**src/rtl/uart_pkg.sv**
```systemverilog
// uart_pkg: UART state type and baud helper shared by uart_tx and uart_rx.
// UART_TX_PARITY_EN adds the PARITY state to the state type.
package uart_pkg;

  typedef enum logic [2:0] {
    IDLE,
    START,
    DATA,
`ifdef UART_TX_PARITY_EN
    PARITY,
`endif
    STOP
  } uart_state_t;

  function automatic int ticks_per_bit(
    input int clock_freq,
    input int baud_rate
  );
    return clock_freq / baud_rate;
  endfunction

endpackage

```
**src/rtl/uart_baud_counter.sv**
```systemverilog
// uart_baud_counter: counts 0..TICKS-1, tick on TICKS-1.
// Ports: clock, resetn (async low), clear (sync restart to 0), tick.
module uart_baud_counter #(
  parameter int TICKS = 48
) (
  input  logic clock,
  input  logic resetn,
  input  logic clear,
  output logic tick
);

  localparam int CW = $clog2(TICKS);

  logic [CW-1:0] cnt;

  assign tick = (cnt == CW'(TICKS - 1));

  always_ff @(posedge clock or negedge resetn) begin
    if (!resetn) begin
      cnt <= '0;
    end else if (clear || tick) begin
      cnt <= '0;
    end else begin
      cnt <= cnt + CW'(1);
    end
  end

endmodule

```
**src/rtl/uart_tx.sv**
```systemverilog
// uart_tx: 8N1-style serial transmitter with valid/ready word input.
// Ports: clock, resetn (async low), data/valid/ready in, signal/busy out.
// Macro UART_TX_PARITY_EN inserts an even parity bit before stop.
module uart_tx
  import uart_pkg::*;
#(
  parameter int WIDTH      = 8,
  parameter int BAUD_RATE  = 9600,
  parameter int CLOCK_FREQ = 460800
) (
  input  logic             clock,
  input  logic             resetn,
  input  logic [WIDTH-1:0] data,
  input  logic             valid,
  output logic             ready,
  output logic             signal,
  output logic             busy
);

  localparam int TICKS = ticks_per_bit(CLOCK_FREQ, BAUD_RATE);
  localparam int BW    = (WIDTH > 1) ? $clog2(WIDTH) : 1;
  localparam logic [BW-1:0] LAST = BW'(WIDTH - 1);

  if (TICKS < 2) begin : g_bad_ticks
    $error("uart_tx: CLOCK_FREQ/BAUD_RATE must be >= 2");
  end

  uart_state_t      state;
  uart_state_t      state_nxt;
  logic [WIDTH-1:0] shreg;
  logic [WIDTH-1:0] sh_nxt;
  logic [BW-1:0]    bidx;
  logic [BW-1:0]    bidx_nxt;
  logic             line;
  logic             line_nxt;
  logic             load;
  logic             shift;
  logic             tick;
  logic             clear;

`ifdef UART_TX_PARITY_EN
  logic             par;

  always_ff @(posedge clock or negedge resetn) begin
    if (!resetn) begin
      par <= 1'b0;
    end else if (load) begin
      par <= ^data;
    end
  end
`endif

  // Baud phase restarts whenever the state changes; held at 0 in IDLE.
  assign clear = (state_nxt != state) || (state == IDLE);

  uart_baud_counter #(
    .TICKS (TICKS)
  ) u_baud (
    .clock  (clock),
    .resetn (resetn),
    .clear  (clear),
    .tick   (tick)
  );

  assign sh_nxt = shreg >> 1;
  assign ready  = (state == IDLE);
  assign busy   = !ready;
  assign signal = line;

  // line_nxt is the level for the state being entered, so the
  // registered line changes on the same edge as the state.
  always_comb begin
    state_nxt = state;
    bidx_nxt  = bidx;
    line_nxt  = 1'b1;
    load      = 1'b0;
    shift     = 1'b0;
    unique case (state)
      IDLE: begin
        if (valid) begin
          state_nxt = START;
          load      = 1'b1;
          line_nxt  = 1'b0;
        end
      end
      START: begin
        line_nxt = 1'b0;
        if (tick) begin
          state_nxt = DATA;
          line_nxt  = shreg[0];
        end
      end
      DATA: begin
        line_nxt = shreg[0];
        if (tick) begin
          shift = 1'b1;
          if (bidx == LAST) begin
            bidx_nxt = '0;
`ifdef UART_TX_PARITY_EN
            state_nxt = PARITY;
            line_nxt  = par;
`else
            state_nxt = STOP;
            line_nxt  = 1'b1;
`endif
          end else begin
            bidx_nxt = bidx + BW'(1);
            line_nxt = sh_nxt[0];
          end
        end
      end
`ifdef UART_TX_PARITY_EN
      PARITY: begin
        line_nxt = par;
        if (tick) begin
          state_nxt = STOP;
          line_nxt  = 1'b1;
        end
      end
`endif
      STOP: begin
        line_nxt = 1'b1;
        if (tick) begin
          state_nxt = IDLE;
        end
      end
      default: begin
        state_nxt = IDLE;
      end
    endcase
  end

  always_ff @(posedge clock or negedge resetn) begin
    if (!resetn) begin
      state <= IDLE;
      line  <= 1'b1;
      bidx  <= '0;
      shreg <= '0;
    end else begin
      state <= state_nxt;
      line  <= line_nxt;
      bidx  <= bidx_nxt;
      if (load) begin
        shreg <= data;
      end else if (shift) begin
        shreg <= sh_nxt;
      end
    end
  end

endmodule

```
**config.mk**
```make
export PLATFORM = sky130hd
export DESIGN_NAME = uart_tx
export DESIGN_NICKNAME = d
export VERILOG_FILES = /design/src/rtl/uart_pkg.sv /design/src/rtl/uart_baud_counter.sv /design/src/rtl/uart_tx.sv
export SDC_FILE = /design/constraint.sdc
export NUM_CORES = 1
export LEC_CHECK = 0
export CORE_ASPECT_RATIO = 1.4
export CORE_MARGIN = 4
export CORE_UTILIZATION = 55
export DETAILED_ROUTE_END_ITERATION = 8
export DONT_BUFFER_PORTS = 1
export GPL_TIMING_DRIVEN = 0
export HOLD_SLACK_MARGIN = 0.15
export PLACE_DENSITY = 0.75
export SETUP_SLACK_MARGIN = 0.4
export SKIP_LAST_GASP = 1
export SYNTH_ARGS = -nofsm -noshare
export SYNTH_HDL_FRONTEND = slang
export SYNTH_SLANG_ARGS = --single-unit
```
**constraint.sdc**
```tcl
create_clock -name clock -period 3.3 [get_ports clock]
set_clock_uncertainty 0.15 [all_clocks]
set_input_delay 0.33 -clock clock [delete_from_list [all_inputs] [get_ports clock]]
set_output_delay 0.33 -clock clock [all_outputs]
set_load 0.02 [all_outputs]
```
; Yosys cells after proc, flatten, opt, wreduce, memory -nomap -nowiden
; Index checks and enable logic that the tools add are counted.
; W data, S select, Z words.
[totals]
reg_bits = 21
inputBits = 11
out_inout_bits = 3
wordCells = 38
[classes]
n_addsub = 2
eq_ne = 6
mux = 19
reduce_logical = 6
[op_table]
columns = cell, count
row1 = $mux W3, 6
row2 = $mux W8, 2
row3 = $pmux W3 S4, 1
row4 = $mux W1, 8
row5 = $add A6 B1 Y6 const B, 1
row6 = $eq A3 B2 Y1 const B, 2
row7 = $eq A6 B6 Y1 const B, 1
row8 = $mux W6, 1
row9 = $add A3 B1 Y3 const B, 1
row10 = $eq A3 B1 Y1 const B, 1
row11 = $eq A3 B3 Y1 const B, 1
row12 = $logic_not A3 Y1, 1
row13 = $ne A3 B3 Y1, 1
row14 = $pmux W1 S3, 1
row15 = $logic_or A1 B1 Y1, 2
row16 = $reduce_and A2 Y1, 1
row17 = $reduce_bool A2 Y1, 1
row18 = $logic_not A1 Y1, 1

; Depth between registers and ports, before layout
[logic_depth]
ltp_word = 8
mapped_depth = 7

; By module
; Synthesis repeated with hierarchy kept, for this count alone.
[hier_totals]
cells_unflattened = 99
area_unflattened_um2 = 1076.0
[by_module_without_submodules]
columns = mod, instances, cells_per_inst, area_per_inst_um2, seq_area_each_um2
row1 = uart_tx, 1, 74, 803.3, 376.6
row2 = uart_baud_counter, 1, 25, 272.8, 150.1

; Least setup slack after synthesis
; Ideal clock, no wire load.
[synth_timing]
path_kind = register to register
startpoint = reg state[1]
endpoint = reg shreg[1]
setup_time_ns = 0.126
arrival_ns = 1.495
required_ns = 3.024
setup_slack_ns = 1.529
path_stages_with_launch = 7
path_buffers = 2
cell_sequence = dfrtp_1 > buf_2 > nor3_2 > and2_4 > buf_6 > nor3b_1 > a221o_1
[synth_via]
elab_chain_len = 3
elab_cells_between_ends = 6
cone_classes = 1 x eq/ne / 3 x mux / 2 x reduce/logical
[synth_rtl]
columns = item, line
row1 = "start, declared", uart_tx.sv:28  ; uart_state_t state;
row2 = "start signal, assigned", uart_tx.sv:140  ; state <= state_nxt;
row3 = $logic_not A3 Y1 *, --
row4 = net ready, uart_tx.sv:15  ; output logic ready,
row5 = $mux W1 *, uart_tx.sv:78  ; unique case (state)
row6 = $mux W8 / $reduce_bool A2 Y1 (equally long branches), --
row7 = "end signal, assigned", uart_tx.sv:144  ; shreg <= data;
row8 = "end signal, assigned", uart_tx.sv:146  ; shreg <= sh_nxt;
row9 = "end, declared", uart_tx.sv:30  ; logic [WIDTH-1:0] shreg;
; The timed path passes the listed nets; every way through them passes the cells marked *.
; A chain may end at the register's enable or synchronous reset.

; Worst setup path after layout
[layout_timing]
startpoint = reg state[1]
endpoint = out busy
[layout_via]
elab_chain_len = 2
[layout_rtl]
columns = item, line
row1 = $logic_not A3 Y1, uart_tx.sv:66  ; assign ready = (state == IDLE);
row2 = net ready, uart_tx.sv:15
row3 = $logic_not A1 Y1, uart_tx.sv:67  ; assign busy = !ready;
row4 = "end, declared", uart_tx.sv:17  ; output logic busy
; The timed path passes the listed nets, and every way through them passes these cells.

==> load_flow_metrics.sql <==
INSERT INTO impl_metrics (metric_group, metric, value, unit) VALUES
('status', 'status', 'finished clean', ''),
('timing', 'worst_margin_slew', '928', 'ps'),
('timing', 'setup_repair_after_global_routing_missed_its_margin', 'no', ''),
('place', 'io_port_bufs', '0', ''),
('layout', 'stdcell_count', '128', ''),
('layout', 'finalInstanceArea', '1210', 'µm²'),
('critical_path', 'arrival', '1520', 'ps'),
('floorplanning', 'die-height', '60.1', 'µm'),
('timing', 'whs', '179', 'ps'),
('power_and_ir_drop', 'p_int', '0.356', 'mW'),
('detailed_routing', 'detail_route.iter0.violations', '19', ''),
('place', 'hpwlAfterDp', '1270', 'µm'),
('timing', 'timing_max_transition_violations_final', '0', ''),
('power_and_ir_drop', 'leakage', '0.525', 'nW'),
('floorplanning', 'start_util', '59.2', '%'),
('timing', 'fin_crit', '2000', 'ps'),
('power_and_ir_drop', 'pwr_density_cell', '390', 'nW/µm²'),
('grt', 'grt_use_total', '16.6', '%'),
('grt', 'initial_antenna_violation_count', '0', ''),
('detailed_routing', 'routed-via-count', '746', ''),
('place', 'routabilityCongestion', '0.760', ''),
('place', 'post_dp_cell_area', '1090', 'µm²'),
('hold_path', 'hold_path.class', 'primary input to flip-flop', ''),
('grt', 'grt_pass1_wl', '3410', 'µm'),
('critical_path', 'cpMaxStageDelayCell', 'sky130_fd_sc_hd__nor3_2', ''),
('critical_path', 'cp_max_fo', '10', ''),
('timing', 'fmax', '500', 'MHz'),
('clock_network', 'ctsHtreeMaxLevel', '1', ''),
('power_and_ir_drop', 'power.ir.vdd_worst', '0.325', 'mV'),
('clock_network', 'clkTransAtPathRegs', '110', 'ps'),
('power_and_ir_drop', 'combPwrFrac', '12.5', '%'),
('power_and_ir_drop', 'total_power', '0.471', 'mW'),
('clock_network', 'cts_root_buf', 'sky130_fd_sc_hd__clkbuf_4', ''),
('logic_synthesis', 'netlist-cell-type-count', '33', ''),
('critical_path', 'worstPathCellList', 'buf_2 > nor3_2 > inv_1', ''),
('critical_path', 'timing.setup.critical_path_class', 'flip-flop to output port', ''),
('layout', 'insertedDiodeCount', '0', ''),
('grt', 'globalRoute.totalOverflow', '0', ''),
('layout', 'final.fill_count', '147', ''),
('flow_run', 'cap_viol_max_count', '0', ''),
('floorplanning', 'die-area', '2720', 'µm²'),
('floorplanning', 'num_rows', '18', ''),
('floorplanning', 'die_x', '45.2', 'µm'),
('place', 'placed_cells', '115', ''),
('logic_synthesis', 'synthesis.instances', '95', ''),
('layout', 'drive_gt1_share', '14.8', '%'),
('timing', 'timing.setup.tns', '0', 'ps'),
('logic_synthesis', 'synth.ff_latch_count', '21', ''),
('detailed_routing', 'routed_wl', '1870', 'µm'),
('detailed_routing', 'wl_per_cell', '14.6', 'µm'),
('critical_path', 'timing.critical_path.required', '2820', 'ps'),
('layout', 'syn2layout_area_growth', '13.3', '%'),
('layout', 'finalCoreUtilization', '67.0', '%'),
('timing', 'setup_ws', '1300', 'ps'),
('layout', 'num-nets-final', '123', ''),
('grt', 'first_global_vias', '805', ''),
('timing', 'finalCritPeriodShare', '60.6', '%'),
('critical_path', 'critical_path.startpoint_type', 'flip-flop', ''),
('clock_network', 'cts_tree', 'built', ''),
('timing', 'final-setup-viol-count', '0', ''),
('critical_path', 'timing.critical_path.slowest_cell_delay', '430', 'ps'),
('detailed_routing', 'drt_drc_violations_left', '0', ''),
('power_and_ir_drop', 'seq_power_share', '62.0', '%'),
('detailed_routing', 'drt.antenna.violating_nets', '0', ''),
('timing', 'timing.slew.headroom', '37.9', '%'),
('floorplanning', 'core_region_area', '1800', 'µm²'),
('power_and_ir_drop', 'p_clk_share', '25.5', '%'),
('critical_path', 'timing.rr.start', 'state[1]$_DFF_PN0_', ''),
('logic_synthesis', 'yosysSeqAreaShare', '49.4', '%'),
('power_and_ir_drop', 'p_sw', '0.116', 'mW'),
('critical_path', 'crit_path_end_kind', 'output port', '');
[cell families (layout without fill, tap and decap cells)]
group                      count (synthesis)  count (layout)  synth area share [%]
xor gates and xnor gates                   4               4                  3.29
DFF                                       21              21                  49.4
other                                      1               1                 0.352
AOI/OAI and AO/OA                         14              14                  9.27
muxes                                      6               6                  5.99
adders and majority gates                  3               3                  3.52
buffers and inverters                      9              22                  7.63
and+or+nand+nor                           37              37                  20.5
[cell usage after synthesis (all sizes together)]
library cell,instances,area [µm²]
a211oi,1,7.51
a221o,4,40.0
dfrtp,20,500
nand3,2,10.0
nand2,8,30.0
buf,6,70.1
nor2b,1,6.26
nor2,9,33.8
dfstp,1,26.3
xor2,2,17.5
o21ai,7,35.0
nand3b,2,15.0
or3,1,6.26
mux2,3,33.8
and4bb,1,12.5
xnor2,2,17.5
and2,1,8.76
nor3b,7,62.6
ha,3,37.5
nand2b,1,6.26
o211ai,1,7.51
nor3,3,20.0
mux2i,3,30.0
a311oi,1,8.76
and2b,1,7.51
conb,1,3.75
inv,3,11.3
[cells in the final DEF, fill, tap and decap left out]
master | netlist | routed
sky130_fd_sc_hd__dlygate4sd3_1 | 0 | 9
sky130_fd_sc_hd__a211oi_1 | 1 | 1
sky130_fd_sc_hd__o21ai_0 | 3 | 3
sky130_fd_sc_hd__or3_1 | 1 | 1
sky130_fd_sc_hd__mux2_2 | 2 | 2
sky130_fd_sc_hd__o21ai_1 | 4 | 4
sky130_fd_sc_hd__nand2b_1 | 1 | 1
sky130_fd_sc_hd__and2b_1 | 1 | 1
sky130_fd_sc_hd__dfstp_2 | 1 | 1
sky130_fd_sc_hd__buf_2 | 1 | 1
sky130_fd_sc_hd__conb_1 | 1 | 1
sky130_fd_sc_hd__nor2_1 | 9 | 9
sky130_fd_sc_hd__nand2_1 | 8 | 8
sky130_fd_sc_hd__nand3_1 | 2 | 2
sky130_fd_sc_hd__inv_1 | 3 | 3
sky130_fd_sc_hd__nor3_2 | 1 | 1
sky130_fd_sc_hd__nor2b_1 | 1 | 1
sky130_fd_sc_hd__and2_4 | 1 | 1
sky130_fd_sc_hd__buf_6 | 4 | 4
sky130_fd_sc_hd__mux2i_1 | 3 | 3
sky130_fd_sc_hd__a221o_1 | 4 | 4
sky130_fd_sc_hd__mux2_1 | 1 | 1
sky130_fd_sc_hd__clkbuf_4 | 0 | 3
sky130_fd_sc_hd__buf_12 | 1 | 1
sky130_fd_sc_hd__nand3b_1 | 2 | 2
sky130_fd_sc_hd__and4bb_1 | 1 | 1
sky130_fd_sc_hd__ha_1 | 3 | 3
sky130_fd_sc_hd__xor2_1 | 2 | 2
sky130_fd_sc_hd__xnor2_1 | 2 | 2
sky130_fd_sc_hd__a311oi_1 | 1 | 1
sky130_fd_sc_hd__dfrtp_1 | 20 | 20
sky130_fd_sc_hd__nor3_1 | 2 | 2
sky130_fd_sc_hd__nor3b_1 | 5 | 5
sky130_fd_sc_hd__nor3b_2 | 2 | 2
sky130_fd_sc_hd__clkbuf_1 | 0 | 1
sky130_fd_sc_hd__o211ai_1 | 1 | 1
[power by group through the flow]
| stage | sequential, mW | clock [mW] | combinational (mW) |
|---|---|---|---|
| 6_report | 0.292 | 0.120 | 0.0591 |
| 5_1_grt | 0.295 | 0.139 | 0.0671 |
| 4_1_cts | 0.292 | 0.126 | 0.0595 |
| 3_5_place_dp | 0.297 | 0 | 0.0456 |
| 3_3_place_gp | 0.295 | 0 | 0.0438 |
| 2_1_floorplan | 0.292 | 0 | 0.0399 |
[per-layer routing]
metal | vias to the layer above | share of wire (%) | GRT usage, %
met1 | 371 | 44 | 21.6
met4 | 0 | 1.1 | 4.60
met5 | - | 0 | 0
met2 | 18 | 50 | 27.5
met3 | 2 | 4.2 | 3.01
li1 | 355 | - | -
[critical path, delay by kind of cell, from the launching register on]
kind / cells / cell delay (ps)
simple gates: 1 / 430
buf+inv: 2 / 400
flops: 1 / 390
[cell type report]
type	count	area, µm²	area share (%)
plain buffers	6	70.1	5.80
clock buffers	4	26.3	2.18
inverters	3	11.3	0.933
multi-input cells	65	458	37.9
flip-flops and latches	21	527	43.6
well taps	20	25.0	2.07
repair buffers	9	90.1	7.46
[what timing repair did]
item                                    in CTS  in global routing
hold endpoints to repair                    29                  0
resized for setup                            0                  0
endpoints found under the setup margin       0                  0
hold buffers                                 9                  0
[flip-flops by register name (all words and copies together), names as in the netlist]
name / flops
bidx: 3
signal: 1
u_baud.cnt: 6
shreg: 8
state: 3
[worst paths after layout]
| check | end | slack [ps] | depth (start not counted) |
|---|---|---|---|
| worst max-delay path | busy | 1300 | 3 |
| worst min-delay path | signal$_DFF_PN1_ | 180 | 3 |
| worst max register to register | shreg[3]$_DFFE_PN0P_ | 1390 | 6 |
| worst min register to register | u_baud.cnt[0]$_DFF_PN0_ | 310 | 1 |
| max in group asynchronous | shreg[5]$_DFFE_PN0P_ | 1980 | 1 |
| min in group asynchronous | bidx[2]$_DFFE_PN0P_ | 460 | 1 |
Note: power is estimated with default switching activity, not from simulation.
==> patch (config.mk and constraints unchanged) <==
The parameter `CLOCK_FREQ` goes from 460800 to 230400.
--- a/src/rtl/uart_tx.sv
+++ b/src/rtl/uart_tx.sv
@@ -7,5 +7,5 @@
   parameter int WIDTH      = 8,
   parameter int BAUD_RATE  = 9600,
-  parameter int CLOCK_FREQ = 460800
+  parameter int CLOCK_FREQ = 230400
 ) (
   input  logic             clock,
Behaviour: no difference found for any inputs over 10 cycles, from zero or initial values and one cycle with resetn low; that may be too few to reach the edited logic, so the function may still have changed.
==> patch against the original RTL <==
Worst setup slack worse by 0.29 ns; largest cell class unchanged; wire length is 9.6% higher; non-clock buffer count is 1 higher; highest routed layer unchanged; cell area is 0.83% lower; power is 1.1% higher; hold slack better by 0.0047 ns; sequential cell count is 1 lower; synthesized area is 2.8% lower.
==> patch: results (changes against the original RTL) <==
post-synthesis compound-gate area fraction 0.151 (+0.0582); first-pass GRT wire length 3510 µm (+2.8%); FF-to-FF End shreg[2]; status complete, no violations; setup slack, reg-to-reg 1.47 ns (+0.08 ns); Final GP Congestion 0.712 (-6.3%); launch point of the worst path state[0]; top flop regs shreg (8), u_baud.cnt (5); synth top area cells dfrtp_1 46%, ha_1 3.6%, nor2_1 3.6%; mux contribution to synthesized area 0.0217 (-0.0381); share of post-route cells with drive strength above 1 0.132 (-0.0166); Placement Setup Slack 1.34 ns (-0.0599 ns); Synth Area in XOR/XNOR 0.0169 (-0.0160); DR iter-0 viols 15 (-4); Largest stage delay, worst path 0.60 ns (+0.17 ns); Reg2Reg Depth 5 (-1); Fill cells 128 (-13%); Post-Syn Nets 114 (+4.6%); post-synthesis cell type count 34 (+3.0%); Post-layout nets 129 (+4.9%); dpl hpwl 1380 µm (+9.0%); sequential area share after synthesis 0.484 (-0.00983); leakage power 0.573 nW (+9.1%); Via Count 790 (+5.9%); largest net degree at the start of global routing 21 (-4.5%); list of most frequent post-synthesis cells 19 x dfrtp_1, 10 x nor2_1, 8 x inv_1; Synth Area in Adders 0.0362 (+0.00102); slowest stage cell, crit path nor3_1; peak fanout along the critical path 10 (unchanged); measured slew at the worst slew-check pin 0.884 ns (-0.0444 ns); Hold Buf Count CTS 10 (+1); WP data arrival 1.81 ns (+0.29 ns); IR drop worst, VDD 354 µV (+8.9%); reg2reg start u_baud.cnt[0]; vias in the first global route 800 (-0.62%); total CTS buffers 3 (unchanged)
[patch: final cells by class]
class	instances	area, µm²	area share
plain buffers	6	36.3	0.0303
clock buffers	4	36.3	0.0303
inverters	8	30.0	0.0251
multi-input cells	66	468	0.391
flip-flops and latches	20	502	0.419
well taps	20	25.0	0.0209
repair buffers	10	100	0.0836
[patch: cell families (layout without fill, tap and decap cells)]
kind of cell               count (synthesis)  in the layout
muxes                                      2              2
DFF                                       20             20
xor gates and xnor gates                   2              2
AOI/OAI and AO/OA                         23             23
other                                      1              1
and+or+nand+nor                           35             35
adders and majority gates                  3              3
buffers and inverters                     14             28
[patch: worst min path at each step]
stage,from,end,slack [ns],depth (start not counted)
global route,valid,shreg[7],0.22,3
finish,valid,shreg[7],0.18,3
global placement,resetn,u_baud.cnt[3],-0.12,0
CTS,valid,shreg[7],0.16,3
floorplan,resetn,bidx[0],-0.12,0
detailed placement,resetn,u_baud.cnt[3],-0.11,0
[patch: power breakdown]
part | switching (mW) | internal, mW | leakage, nW
Clock | 0.0749 | 0.0674 | 0.0210
Combinational | 0.0310 | 0.0261 | 0.299
Sequential | 0.0122 | 0.265 | 0.253
[patch: routing by layer]
layer  GRT usage  wire (µm)  vias to the layer above
met3      0.0243         89                        6
met4       0.103         53                        0
met1       0.212        851                      372
li1            -          -                      385
met5           0          0                        -
met2       0.320       1050                       27
[patch: worst min-delay path, stage by stage]
cell and delay [ns]:
nor4b_4 0.14, nand2_1 0.07, o21ai_0 0.07
[patch: metrics by stage]
stage,power (mW),instances,cell area [µm²],util
after detailed placement,0.323,120,1060,0.596
after CTS,0.478,134,1200,0.673
final,0.477,134,1200,0.673
after global placement,0.322,120,1060,0.596
after floorplan,0.315,100,1040,-
after global routing,0.497,134,1200,0.673
